`src/rtl/sudoku_timer_pkg.sv`:
```
// Shared constants for the Sudoku elapsed-time controller: state encoding,
// BCD digit geometry and the mm:ss limits.
package sudoku_timer_pkg;

  typedef enum logic [1:0] {
    ST_IDLE    = 2'd0,
    ST_RUNNING = 2'd1,
    ST_PAUSED  = 2'd2,
    ST_DONE    = 2'd3
  } timer_state_e;

  localparam int unsigned BCD_W               = 4;
  localparam int unsigned BCD_DIGIT_MAX       = 9;
  localparam int unsigned SEC_TENS_MAX        = 5;
  localparam int unsigned MIN_MAX             = 99;
  localparam int unsigned DEFAULT_TICK_PERIOD = 50_000_000;

  // Rollover digit for each position of mm:ss, least significant first.
  function automatic int unsigned digit_limit(int unsigned idx);
    case (idx)
      0:       return BCD_DIGIT_MAX;
      1:       return SEC_TENS_MAX;
      2:       return MIN_MAX % 10;
      default: return MIN_MAX / 10;
    endcase
  endfunction

endpackage

```
`src/rtl/bcd_digit_counter.sv`:
```
// One BCD digit of the elapsed-time display. Counts 0..MAX_DIGIT and flags a
// carry whenever an increment arrives while the digit sits at MAX_DIGIT.
module bcd_digit_counter
  import sudoku_timer_pkg::*;
#(
  parameter int unsigned MAX_DIGIT = BCD_DIGIT_MAX
) (
  input  logic             clock_i,
  input  logic             reset_i,
  input  logic             clr_i,
  input  logic             inc_i,
  input  logic             hold_i,
  output logic [BCD_W-1:0] digit_o,
  output logic             carry_o
);

  localparam logic [BCD_W-1:0] LAST = BCD_W'(MAX_DIGIT);

  logic [BCD_W-1:0] digit_q, digit_d;

  // Carry is reported even when held so the top level can see an overflow coming.
  assign carry_o = inc_i && (digit_q == LAST);
  assign digit_o = digit_q;

  always_comb begin
    digit_d = digit_q;
    if (clr_i) begin
      digit_d = '0;
    end else if (inc_i && !hold_i) begin
      digit_d = carry_o ? '0 : digit_q + 1'b1;
    end
  end

  always_ff @(posedge clock_i) begin
    if (reset_i) begin
      digit_q <= '0;
    end else begin
      digit_q <= digit_d;
    end
  end

endmodule

```
`src/rtl/game_timer_ctrl.sv`:
```
// Elapsed-time controller: a prescaler and command FSM feeding a chained BCD
// mm:ss counter that saturates at 99:59.
module game_timer_ctrl
  import sudoku_timer_pkg::*;
#(
  parameter int unsigned TICK_PERIOD = DEFAULT_TICK_PERIOD
) (
  input  logic       clock,
  input  logic       reset,
  input  logic       start,
  input  logic       pause,
  input  logic       stop,
  output logic [1:0] state,
  output logic       sec_tick,
  output logic [7:0] sec_bcd,
  output logic [7:0] min_bcd,
  output logic       done
);

  localparam int unsigned      PRE_W    = $clog2(TICK_PERIOD);
  localparam logic [PRE_W-1:0] PRE_LAST = PRE_W'(TICK_PERIOD - 1);
  localparam int               N_DIGITS = 4;

  timer_state_e     state_q;
  logic [PRE_W-1:0] presc_q, presc_d;
  logic             tick_q, done_q;
  logic             go_cmd, second_due, advance, time_clr, saturate;
  logic [N_DIGITS:0] carry;
  logic [BCD_W-1:0] digit [N_DIGITS];

  assign go_cmd     = start && !pause && !stop;
  assign presc_d    = (presc_q == PRE_LAST) ? '0 : presc_q + 1'b1;
  // The tick is registered, so the second is decided one cycle before the
  // prescaler shows its last value; that keeps ticks TICK_PERIOD apart.
  assign second_due = (presc_d == PRE_LAST);
  assign advance    = (state_q == ST_RUNNING) && !stop && second_due;
  assign time_clr   = (state_q == ST_IDLE) && go_cmd;
  assign carry[0]   = advance;
  assign saturate   = carry[N_DIGITS];

  for (genvar gi = 0; gi < N_DIGITS; gi++) begin : g_digit
    bcd_digit_counter #(
      .MAX_DIGIT(digit_limit(gi))
    ) u_digit (
      .clock_i(clock),
      .reset_i(reset),
      .clr_i  (time_clr),
      .inc_i  (carry[gi]),
      .hold_i (saturate),
      .digit_o(digit[gi]),
      .carry_o(carry[gi+1])
    );
  end

  always_ff @(posedge clock) begin
    if (reset) begin
      state_q <= ST_IDLE;
      presc_q <= '0;
      tick_q  <= 1'b0;
      done_q  <= 1'b0;
    end else begin
      tick_q <= 1'b0;
      unique case (state_q)
        ST_IDLE: begin
          if (go_cmd) begin
            state_q <= ST_RUNNING;
            presc_q <= '0;
          end
        end
        ST_RUNNING: begin
          if (stop) begin
            state_q <= ST_IDLE;
          end else begin
            // A pause still counts its own cycle, so pause/resume loses no time.
            presc_q <= presc_d;
            tick_q  <= second_due;
            if (saturate) begin
              state_q <= ST_DONE;
              done_q  <= 1'b1;
            end else if (pause) begin
              state_q <= ST_PAUSED;
            end
          end
        end
        ST_PAUSED: begin
          if (stop) begin
            state_q <= ST_IDLE;
          end else if (go_cmd) begin
            state_q <= ST_RUNNING;
          end
        end
        ST_DONE: begin
          if (stop) begin
            state_q <= ST_IDLE;
            done_q  <= 1'b0;
          end
        end
      endcase
    end
  end

  assign state    = state_q;
  assign sec_tick = tick_q;
  assign sec_bcd  = {digit[1], digit[0]};
  assign min_bcd  = {digit[3], digit[2]};
  assign done     = done_q;

endmodule

```
`config.mk`:
```
export PLATFORM = sky130hd
export DESIGN_NAME = game_timer_ctrl
export DESIGN_NICKNAME = d
export VERILOG_FILES = /design/src/rtl/sudoku_timer_pkg.sv /design/src/rtl/bcd_digit_counter.sv /design/src/rtl/game_timer_ctrl.sv
export SDC_FILE = /design/constraint.sdc
export NUM_CORES = 1
export LEC_CHECK = 0
export CORE_MARGIN = 2
export CORE_UTILIZATION = 59
export DETAILED_ROUTE_END_ITERATION = 12
export MAX_ROUTING_LAYER = met4
export PLACE_DENSITY = 0.87
export SYNTH_ARGS = -nofsm -noshare
export SYNTH_HDL_FRONTEND = slang
export SYNTH_SLANG_ARGS = --single-unit
```
`constraint.sdc`:
```
create_clock -name clock -period 5.9 [get_ports clock]
set_input_delay 1.18 -clock clock [delete_from_list [all_inputs] [get_ports clock]]
set_output_delay 1.18 -clock clock [all_outputs]
set_load 0.02 [all_outputs]
```
==> metrics.cfg, run 1 <==
[place]
post_dp_cell_area_sq_mm = 0.00316
place_ws_ns = 1.77
gp_congestion = 0.959
port_buffers = 24
hpwlAfterDp_mm = 5.08

[timing]
tns_ns = 0
setup_ws_ns = 2.01
fin_crit_sh_pct = 65.9
worstMarginPinSlew_ns = 0.645
slew_viol_final = 0
relSlewSlack_pct = 56.6
clock.fmax_mhz = 257
rsz0062_at_grt = false
setup_viol = 0
clock_skew_ns = 0.0128
hold_viol_final = 0
period_minus_slack_ns = 3.89

[floorplanning]
rows = 25
die_x_um = 74.7
die_h_um = 74.7
die-area_sq_mm = 0.00558
io_pins = 25
fp.coreArea_sq_mm = 0.00479
start_util_pct = 61.7

[drt]
drc_errors = 0
routed_wl_mm = 7.18
firstDrtPassIters = 6
vias = 2946
via_per_inst = 6.46
drt_iter0_drc = 203
antenna_left = 0
wl_per_cell_um = 15.8

[cells_and_area]
nets = 402
area_growth_pct = 11.8
antenna_cells = 0
fin_util_pct = 69.0
fin_area_sq_mm = 0.00330
drive_gt1_share_pct = 6.94

[pwr]
power_density_mw_per_mm2 = 188
peakVddDrop_mv = 0.163
p_leak_uw = 0.00103

[clocking]
cts_max_level = 2
clkLatencyLatePin_ns = 0.31
post_cts_resized = 0
clk_pin_slew_ns = 0.10
cts_sinks = 46
ctsHoldBuffers = 0
clockBufferDepth = 2
cts-root-buf = clkbuf_8
cts_tree = done
cts_buffers = 5
cts_setup_buffers = 0

[global_routing]
grt_max_degree = 33
grt_pass1_vias = 2536
antenna_found_initial = 0
grt.overflow.total = 0
grt_pass1_wl_mm = 11.7
grt_use_total_pct = 27.7

[synthesis]
synthDistinctLibCells = 58
postSynthCellCount = 382
synth_area_sq_mm = 0.00295
yosys.area.top_type = dfxtp_1
async_flop_share_pct = 0
synth_nets = 396
synth_edf_count = 0
synth_area_per_cell_sq_um = 7.73
netlist.area_leader.share_pct = 31.2
synth.area.top_cells = dfxtp_1 (31%), a21oi_1 (5.4%), nor2_1 (5.0%)
ys_seq_elements = 46
yosysSeqAreaShare_pct = 31.2
synth_ff_type = dfxtp_1
ys.warnings.count = 0

[setup_path]
path_class = input pin to register
arrival_ns = 4.13
start_kind = input pin
worst_setup_path_end_kind = register
cp-startpoint = stop
worst_ep_required_time_ns = 6.14
crit_fanout = 21
timing.rr.start = presc_q[0]

[run_status]
outcome = finished, final reports clean

[run]
maxCapViolCount = 0

[hold_path]
hold_class = register to register
hp-start = done

report_power, final:
part | internal (uW) | leakage, uW | switching (uW) | total [uW]
combinational | 8.04 | 0.000589 | 16.6 | 24.7
clock | 170 | 0.0000683 | 114 | 284
sequential | 311 | 0.000370 | 1.02 | 312
total | 489 | 0.00103 | 132 | 620
cell usage after synthesis (3+ instances only):
library cell  count
dfxtp_1          46
nand2b_1          4
and3_1            4
nand4_1          10
nor2_1           39
nand2_1          35
a311oi_1          6
or4_1             6
a31oi_1          10
or4b_2            3
nor2b_1           3
mux2i_1           3
or3_1             8
inv_1             6
nand3_1          12
nand4b_1          5
nor4_1            9
nor3_1           14
buf_2             5
clkbuf_1         17
and3b_1           3
a21o_1            3
o21ai_0          27
xnor2_1           7
ha_1              9
a22oi_1           4
a21oi_1          32
and4_1            3
xor2_1            7
buf_4             4
state kept, by name (all words and copies together), names as in the netlist:
signal                   flops
sec_tick                     1
g_digit.u_digit.digit_o     16
presc_q                     26
state                        2
done                         1
per-layer routing:
layer / routed length, um / track usage (%)
met1: 3120 / 35.3
met4: 98 / 7.74
met2: 3460 / 45.0
met5: 0 / -
met3: 504 / 5.22
cells by family after synthesis:
logic type	synth area share, %
fa+ha+maj	3.82
xor+xnor	4.15
simple gates	34.3
compound gates	20.2
flops	31.2
buf+inv	5.34
mux	1.02
final cells by class:
class,count,area [sq um]
multi-input combinational,302,1870
fill,375,1490
sequential,46,921
timing repair buffer,27,263
tap,67,83.8
clock buffer,5,68.8
clock inverter,3,68.8
inverter,6,22.5
critical path: stages:
cell and delay, ns:
clkdlybuf4s50_1 0.46, nor2_1 0.31, nand2_1 0.31, a31o_2 0.44, nor2_1 0.19, o2111ai_1 0.20
or2_4 0.37, or4b_1 0.52, a21oi_1 0.15
through the flow:
step	power, uW	cells	hold slack, ns
2_1_floorplan	334	382	0.451
3_3_place_gp	343	448	0.449
3_5_place_dp	343	448	0.457
4_1_cts	622	456	0.468
5_1_grt	639	456	0.485
6_report	620	456	0.467
cell usage in the layout (no fill, tap or decap), drive strengths merged, types with 4 or more instances in the layout:
cell,count
nand2b,4
xnor2,7
or4b,4
ha,9
nor2,39
nand4,13
inv,6
a31oi,10
a21oi,32
a22oi,4
clkbuf,5
o21ai,29
a311oi,6
dfxtp,46
nor4,11
or3,8
nand2,35
nor3,15
xor2,7
or4,7
nand3,14
nand4b,5
clkdlybuf4s50,24
and3,4
worst paths after layout:
check / endpoint / slack (ns) / cells after the start
setup / recovery: g_digit[3].u_digit.digit_o[2] / 2.01 / 9
hold / removal: done / 0.47 / 2
setup reg to reg: g_digit[3].u_digit.digit_o[2] / 2.46 / 8
hold reg to reg: done / 0.47 / 2
(Power assumes the default switching activity.)
==> inputs of run 2 (changes only) <==
--- a/config.mk
+++ b/config.mk
@@ -6,10 +6,10 @@
 export NUM_CORES = 1
 export LEC_CHECK = 0
 export CORE_MARGIN = 2
-export CORE_UTILIZATION = 59
+export CORE_UTILIZATION = 58
 export DETAILED_ROUTE_END_ITERATION = 12
 export MAX_ROUTING_LAYER = met4
-export PLACE_DENSITY = 0.87
+export PLACE_DENSITY = 0.86
 export SYNTH_ARGS = -nofsm -noshare
 export SYNTH_HDL_FRONTEND = slang
 export SYNTH_SLANG_ARGS = --single-unit
==> constraint.sdc (replaced) <==
create_clock -name clock -period 3.75 [get_ports clock]
set_input_delay 0.75 -clock clock [delete_from_list [all_inputs] [get_ports clock]]
set_output_delay 0.75 -clock clock [all_outputs]
set_load 0.02 [all_outputs]
==> run 2 against run 1 <==
  * Combinational power rose by 62%
  * Power up 36%
  * Highest routed layer unchanged
  * Die area increased by 1.6%
  * Hold slack got worse by 0.00079 ns
  * Sequential share of layout area barely moved
  * Cell count up 1.3%
==> metrics.cfg, run 2 (same netlist as run 1, synthesis figures left out) <==
[floorplanning]
fp.coreArea_sq_mm = 0.00482  ; +0.65%
start_util_pct = 61.3  ; -0.40 points
rows = 25  ; unchanged
die_h_um = 75.3  ; +0.81%
die_x_um = 75.3  ; +0.81%
io_pins = 25  ; unchanged
die-area_sq_mm = 0.00568  ; +1.6%

[global_routing]
grt_use_total_pct = 29.3  ; +1.6 points
grt_max_degree = 33  ; unchanged
antenna_found_initial = 0  ; unchanged
grt_pass1_wl_mm = 12.7  ; +8.1%
grt.overflow.total = 0  ; unchanged
grt_pass1_vias = 2671  ; +5.3%

[timing]
clock_skew_ns = 0.00822  ; -0.00456 ns
clock.fmax_mhz = 288
worstMarginPinSlew_ns = 0.768  ; +0.123 ns
hold_slack_ns = 0.466  ; -0.000786 ns
relSlewSlack_pct = 48.3  ; -8.4 points
fin_crit_sh_pct = 92.7
tns_ns = 0  ; unchanged
setup_viol = 0  ; unchanged
period_minus_slack_ns = 3.48
rsz0062_at_grt = false
setup_ws_ns = 0.273  ; -1.74 ns
slew_viol_final = 0  ; unchanged
hold_viol_final = 0  ; unchanged

[cells_and_area]
area_growth_pct = 11.8  ; about the same
mostFrequentLayoutCells = dfxtp_1 (46), nor2_1 (39), nand2_1 (35), a21oi_1 (32), o21ai_0 (27)
final_cells = 462  ; +1.3%
nets = 408  ; +1.5%
antenna_cells = 0  ; unchanged
drive_gt1_share_pct = 8.10  ; +1.2 points
largest_register = presc_q
largest_reg_flops = 26  ; unchanged
layout_commonest_cell = dfxtp_1

[drt]
firstDrtPassIters = 6  ; unchanged
routed_wl_mm = 7.71  ; +7.3%
drt_iter0_drc = 427  ; +110%
vias = 3057  ; +3.8%
drc_errors = 0  ; unchanged
antenna_left = 0  ; unchanged
via_per_inst = 6.62  ; +2.4%
wl_per_cell_um = 16.7  ; +5.9%

[place]
place_ws_ns = 0.372  ; -1.40 ns
port_buffers = 24  ; unchanged
place_inst = 454  ; +1.3%
gp_congestion = 1.02  ; +5.8%
hpwlAfterDp_mm = 5.49  ; +8.0%

[setup_path]
crit_fanout = 21  ; unchanged
reg2reg_to = g_digit[3].u_digit.digit_o[2]
path_class = register to register
timing.rr.start = presc_q[0]
max_stage_delay_ns = 0.57  ; +0.05 ns
cpMaxStageDelayCell = nor4_1
arrival_ns = 3.70  ; -0.43 ns
worst_setup_path_end_kind = register
start_kind = register
worst_ep_required_time_ns = 3.97  ; -2.17 ns
reg2regPathDepth = 8  ; unchanged
reg2reg_slack_ns = 0.27  ; -2.19 ns
path_cells = ha_1 -> nand4_2 -> nor4_1 -> a31oi_1 -> or4_4 -> or2_4 -> or4b_1 -> a21oi_1

[clocking]
cts_tree = done
cts_setup_buffers = 0  ; unchanged
ctsHoldBuffers = 0  ; unchanged
clockBufferDepth = 2  ; unchanged
cts_sinks = 46  ; unchanged
clkLatencyLatePin_ns = 0.30  ; about the same
cts_max_level = 2  ; unchanged
cts-root-buf = clkbuf_8
post_cts_resized = 0  ; unchanged
cts_buffers = 5  ; unchanged
clk_pin_slew_ns = 0.09  ; about the same

[pwr]
fin_total_pwr_uw = 845  ; +36%
peakVddDrop_mv = 0.178  ; +8.9%
power_density_mw_per_mm2 = 256  ; +36%
p_leak_uw = 0.00104  ; +0.86%

[hold_path]
holdPathEnd = done
hold_class = register to register
hp-start = done
hold_depth = 2  ; unchanged

[run]
maxCapViolCount = 0  ; unchanged

[run_status]
outcome = finished, final reports clean

[run 2: cell count changes in the layout (fill, tap and decap cells not counted), sizes merged]
| cell | delta |
|---|---|
| clkbuf | +2 |
| buf | +6 |
| bufinv | -2 |
[run 2: where the power goes]
| part | leakage, uW | internal (uW) | total (uW) | switching, uW |
|---|---|---|---|---|
| clock | 0.0000482 | 149 | 315 | 166 |
| combinational | 0.000617 | 13.4 | 40.1 | 26.7 |
| sequential | 0.000370 | 489 | 490 | 1.61 |
| total | 0.00104 | 651 | 845 | 194 |
[run 2: how the worst max path moves through the flow]
stage / startpoint / slack (ns) / end / cells after the start
floorplan: presc_q[0] / 0.68 / g_digit[2].u_digit.digit_o[3] / 9
global placement: presc_q[0] / 0.55 / g_digit[2].u_digit.digit_o[3] / 8
detailed placement: presc_q[0] / 0.37 / g_digit[0].u_digit.digit_o[2] / 8
CTS: presc_q[0] / 0.34 / g_digit[0].u_digit.digit_o[2] / 8
global route: presc_q[0] / 0.12 / g_digit[0].u_digit.digit_o[2] / 8
finish: presc_q[0] / 0.27 / g_digit[3].u_digit.digit_o[2] / 8
[run 2: stage by stage]
| stage | util, % | area [sq um] |
|---|---|---|
| floorplan | - | 2950 |
| global placement | 66.6 | 3210 |
| detailed placement | 66.6 | 3210 |
| CTS | 68.5 | 3300 |
| global route | 68.5 | 3300 |
| finish | 68.5 | 3300 |
[run 2: cell type report]
type                            count  area, sq um
Tap cell                           67         83.8
Clock inverter                      1         5.00
Inverter                            6         22.5
Timing Repair Buffer               33          308
Sequential cell                    46          921
Multi-Input combinational cell    302         1870
Fill cell                         450         1520
Clock buffer                        7         86.3
[run 2: worst max-delay path: cells and delay by family (launching register included)]
family | cells | cell delay [ns]
AOI/OAI and AO/OA | 2 | 0.39
adders and majority gates | 1 | 0.31
and+or+nand+nor | 5 | 2.18
DFF | 1 | 0.52
[run 2: metal layers]
metal	part of all wire [%]	vias to the layer above	GRT usage, %
li1	-	1432	-
met5	0	-	-
met4	1.7	0	7.21
met2	45	197	43.7
met3	10	17	5.03
met1	43	1411	41.4
==> inputs of run 3 (changes only) <==
--- a/config.mk
+++ b/config.mk
@@ -5,7 +5,8 @@
 export SDC_FILE = /design/constraint.sdc
 export NUM_CORES = 1
 export LEC_CHECK = 0
-export CORE_MARGIN = 2
+export CORE_ASPECT_RATIO = 0.5
+export CORE_MARGIN = 5
 export CORE_UTILIZATION = 58
 export DETAILED_ROUTE_END_ITERATION = 12
 export MAX_ROUTING_LAYER = met4
==> run 3 against run 2 <==
  * Routed wire length decreased by 4.9%
  * Sequential power about the same
  * First-iteration DRC count decreased by 24%
  * Critical path depth unchanged
  * Fmax increased by 1.9%
  * Clock skew increased by 0.0011 ns
  * Cell count increased by 0.65%
  * Hold slack about the same
  * Non-clock buffer count unchanged
  * Power decreased by 0.44%
  * Global-route usage decreased by 5.4 points
  * Final area about the same
  * Largest power group unchanged
==> metrics.cfg, run 3 (same netlist as run 1, synthesis figures left out) <==
[run_status]
outcome = finished, final reports clean

[hold_path]
hp-start = done
hold_depth = 2  ; unchanged
holdPathEnd = done
hold_class = register to register

[floorplanning]
fp.coreArea_sq_mm = 0.00493  ; +2.4%
die-area_sq_mm = 0.00670  ; +18%
start_util_pct = 59.8  ; -1.4 points
die_h_um = 60.4  ; -20%
io_pins = 25  ; unchanged
rows = 18  ; -28%
die_x_um = 111  ; +47%

[cells_and_area]
largest_register = presc_q
largest_reg_flops = 26  ; unchanged
antenna_cells = 0  ; unchanged
drive_gt1_share_pct = 8.35  ; +0.25 points
final_cells = 465  ; +0.65%
mostFrequentLayoutCells = dfxtp_1 (46), nor2_1 (39), nand2_1 (35), a21oi_1 (32), o21ai_0 (27)
nets = 408  ; unchanged
fillers = 390  ; -13%
area_growth_pct = 11.9  ; about the same
layout_commonest_cell = dfxtp_1

[timing]
period_minus_slack_ns = 3.41  ; -0.0650 ns
slew_viol_final = 0  ; unchanged
setup_viol = 0  ; unchanged
fin_crit_sh_pct = 91.0  ; -1.7 points
clock_skew_ns = 0.00932  ; +0.00110 ns
tns_ns = 0  ; unchanged
clock.fmax_mhz = 293  ; +1.9%
relSlewSlack_pct = 46.1  ; -2.2 points
worstMarginPinSlew_ns = 0.805  ; +0.0370 ns
rsz0062_at_grt = false
hold_slack_ns = 0.466  ; -0.000369 ns
hold_viol_final = 0  ; unchanged

[place]
port_buffers = 24  ; unchanged
gp_congestion = 1.01  ; -0.45%
place_inst = 457  ; +0.66%
hpwlAfterDp_mm = 5.35  ; -2.5%

[setup_path]
arrival_ns = 3.66  ; -0.04 ns
path_class = register to register
path_buf_inv = 0  ; unchanged
reg2reg_slack_ns = 0.34  ; +0.06 ns
reg2reg_to = g_digit[3].u_digit.digit_o[2]
path_cells = ha_1 -> nand4_2 -> nor4_1 -> a31oi_1 -> or4_4 -> or2_4 -> or4b_1 -> a21oi_1
start_kind = register
max_stage_delay_ns = 0.56  ; about the same
worst_setup_path_end_kind = register
cpMaxStageDelayCell = nor4_1
crit_fanout = 21  ; unchanged
timing.rr.start = presc_q[0]
cpLargestDelayFamily = simple AND/OR/NAND/NOR gates
worst_ep_required_time_ns = 4.00  ; +0.03 ns
reg2regPathDepth = 8  ; unchanged

[clocking]
cts_sinks = 46  ; unchanged
cts_buffers = 5  ; unchanged
cts-root-buf = clkbuf_8
cts_max_level = 2  ; unchanged
cts_tree = done
clockBufferDepth = 2  ; unchanged
clk_pin_slew_ns = 0.09  ; about the same
post_cts_resized = 0  ; unchanged
clkLatencyLatePin_ns = 0.31  ; about the same
cts_setup_buffers = 0  ; unchanged
ctsHoldBuffers = 0  ; unchanged

[drt]
wl_per_cell_um = 15.8  ; -5.5%
routed_wl_mm = 7.33  ; -4.9%
antenna_left = 0  ; unchanged
drt_iter0_drc = 324  ; -24%
wl_met3_um = 604  ; -25%
vias = 3027  ; -0.98%
drc_errors = 0  ; unchanged
dr_wl_met2_mm = 3.23  ; -6.7%
firstDrtPassIters = 5  ; -1
via_per_inst = 6.51  ; -1.6%
wl_met1_mm = 3.31  ; about the same
routed.top_layer = met4

[pwr]
peakVddDrop_mv = 0.144  ; -19%
p_leak_uw = 0.00103  ; -0.50%
power_density_mw_per_mm2 = 255  ; -0.52%

[global_routing]
grt_max_degree = 23  ; -30%
grt_pass1_wl_mm = 12.8  ; +0.92%
grt.overflow.total = 0  ; unchanged
antenna_found_initial = 0  ; unchanged
grt_pass1_vias = 2761  ; +3.4%
grt_use_total_pct = 23.9  ; -5.4 points

[run]
maxCapViolCount = 0  ; unchanged

[run 3: where the power goes]
part / internal [uW] / total, uW / switching (uW)
registers: 489 / 490 / 1.63
logic: 14.1 / 40.7 / 26.6
clock network: 131 / 310 / 179
[run 3: layout make-up]
class / count / area (sq um) / area share, %
Inverter: 6 / 22.5 / 0.682
Tap cell: 70 / 87.6 / 2.65
Sequential cell: 46 / 921 / 27.9
Multi-Input combinational cell: 302 / 1870 / 56.7
Timing Repair Buffer: 33 / 308 / 9.32
Clock buffer: 5 / 68.8 / 2.08
Clock inverter: 3 / 21.3 / 0.644
[run 3: worst max-delay path by stage]
| stage | cells past startpoint | startpoint | to | slack (ns) |
|---|---|---|---|---|
| CTS | 8 | presc_q[0] | g_digit[3].u_digit.digit_o[2] | 0.41 |
| global placement | 8 | presc_q[0] | g_digit[3].u_digit.digit_o[2] | 0.56 |
| detailed placement | 8 | presc_q[0] | g_digit[3].u_digit.digit_o[2] | 0.44 |
| global route | 8 | presc_q[0] | g_digit[3].u_digit.digit_o[2] | 0.06 |
| floorplan | 9 | presc_q[0] | g_digit[2].u_digit.digit_o[3] | 0.68 |
| finish | 8 | presc_q[0] | g_digit[3].u_digit.digit_o[2] | 0.34 |
[run 3: layer usage]
layer / up-vias / global-route usage (%)
met2: 158 / 41.0
met5: - / -
li1: 1434 / -
met1: 1410 / 28.6
met3: 25 / 4.98
met4: 0 / 8.25
[run 3: worst min-delay path, cell delays in order, from the launching register on]
cell     delay (ns)
dfxtp_1        0.32
nand2_1        0.05
a21oi_1        0.05
[run 3: per-stage QoR]
step                util, %  instance area, sq um  setup WS (ns)  total power (uW)
floorplan                 -                  2950          0.683               525
global placement       65.1                  3210          0.558               541
CTS                    66.9                  3300          0.407               844
finish                 66.9                  3300          0.338               841
global route           66.9                  3300         0.0626               869
detailed placement     65.1                  3210          0.443               542
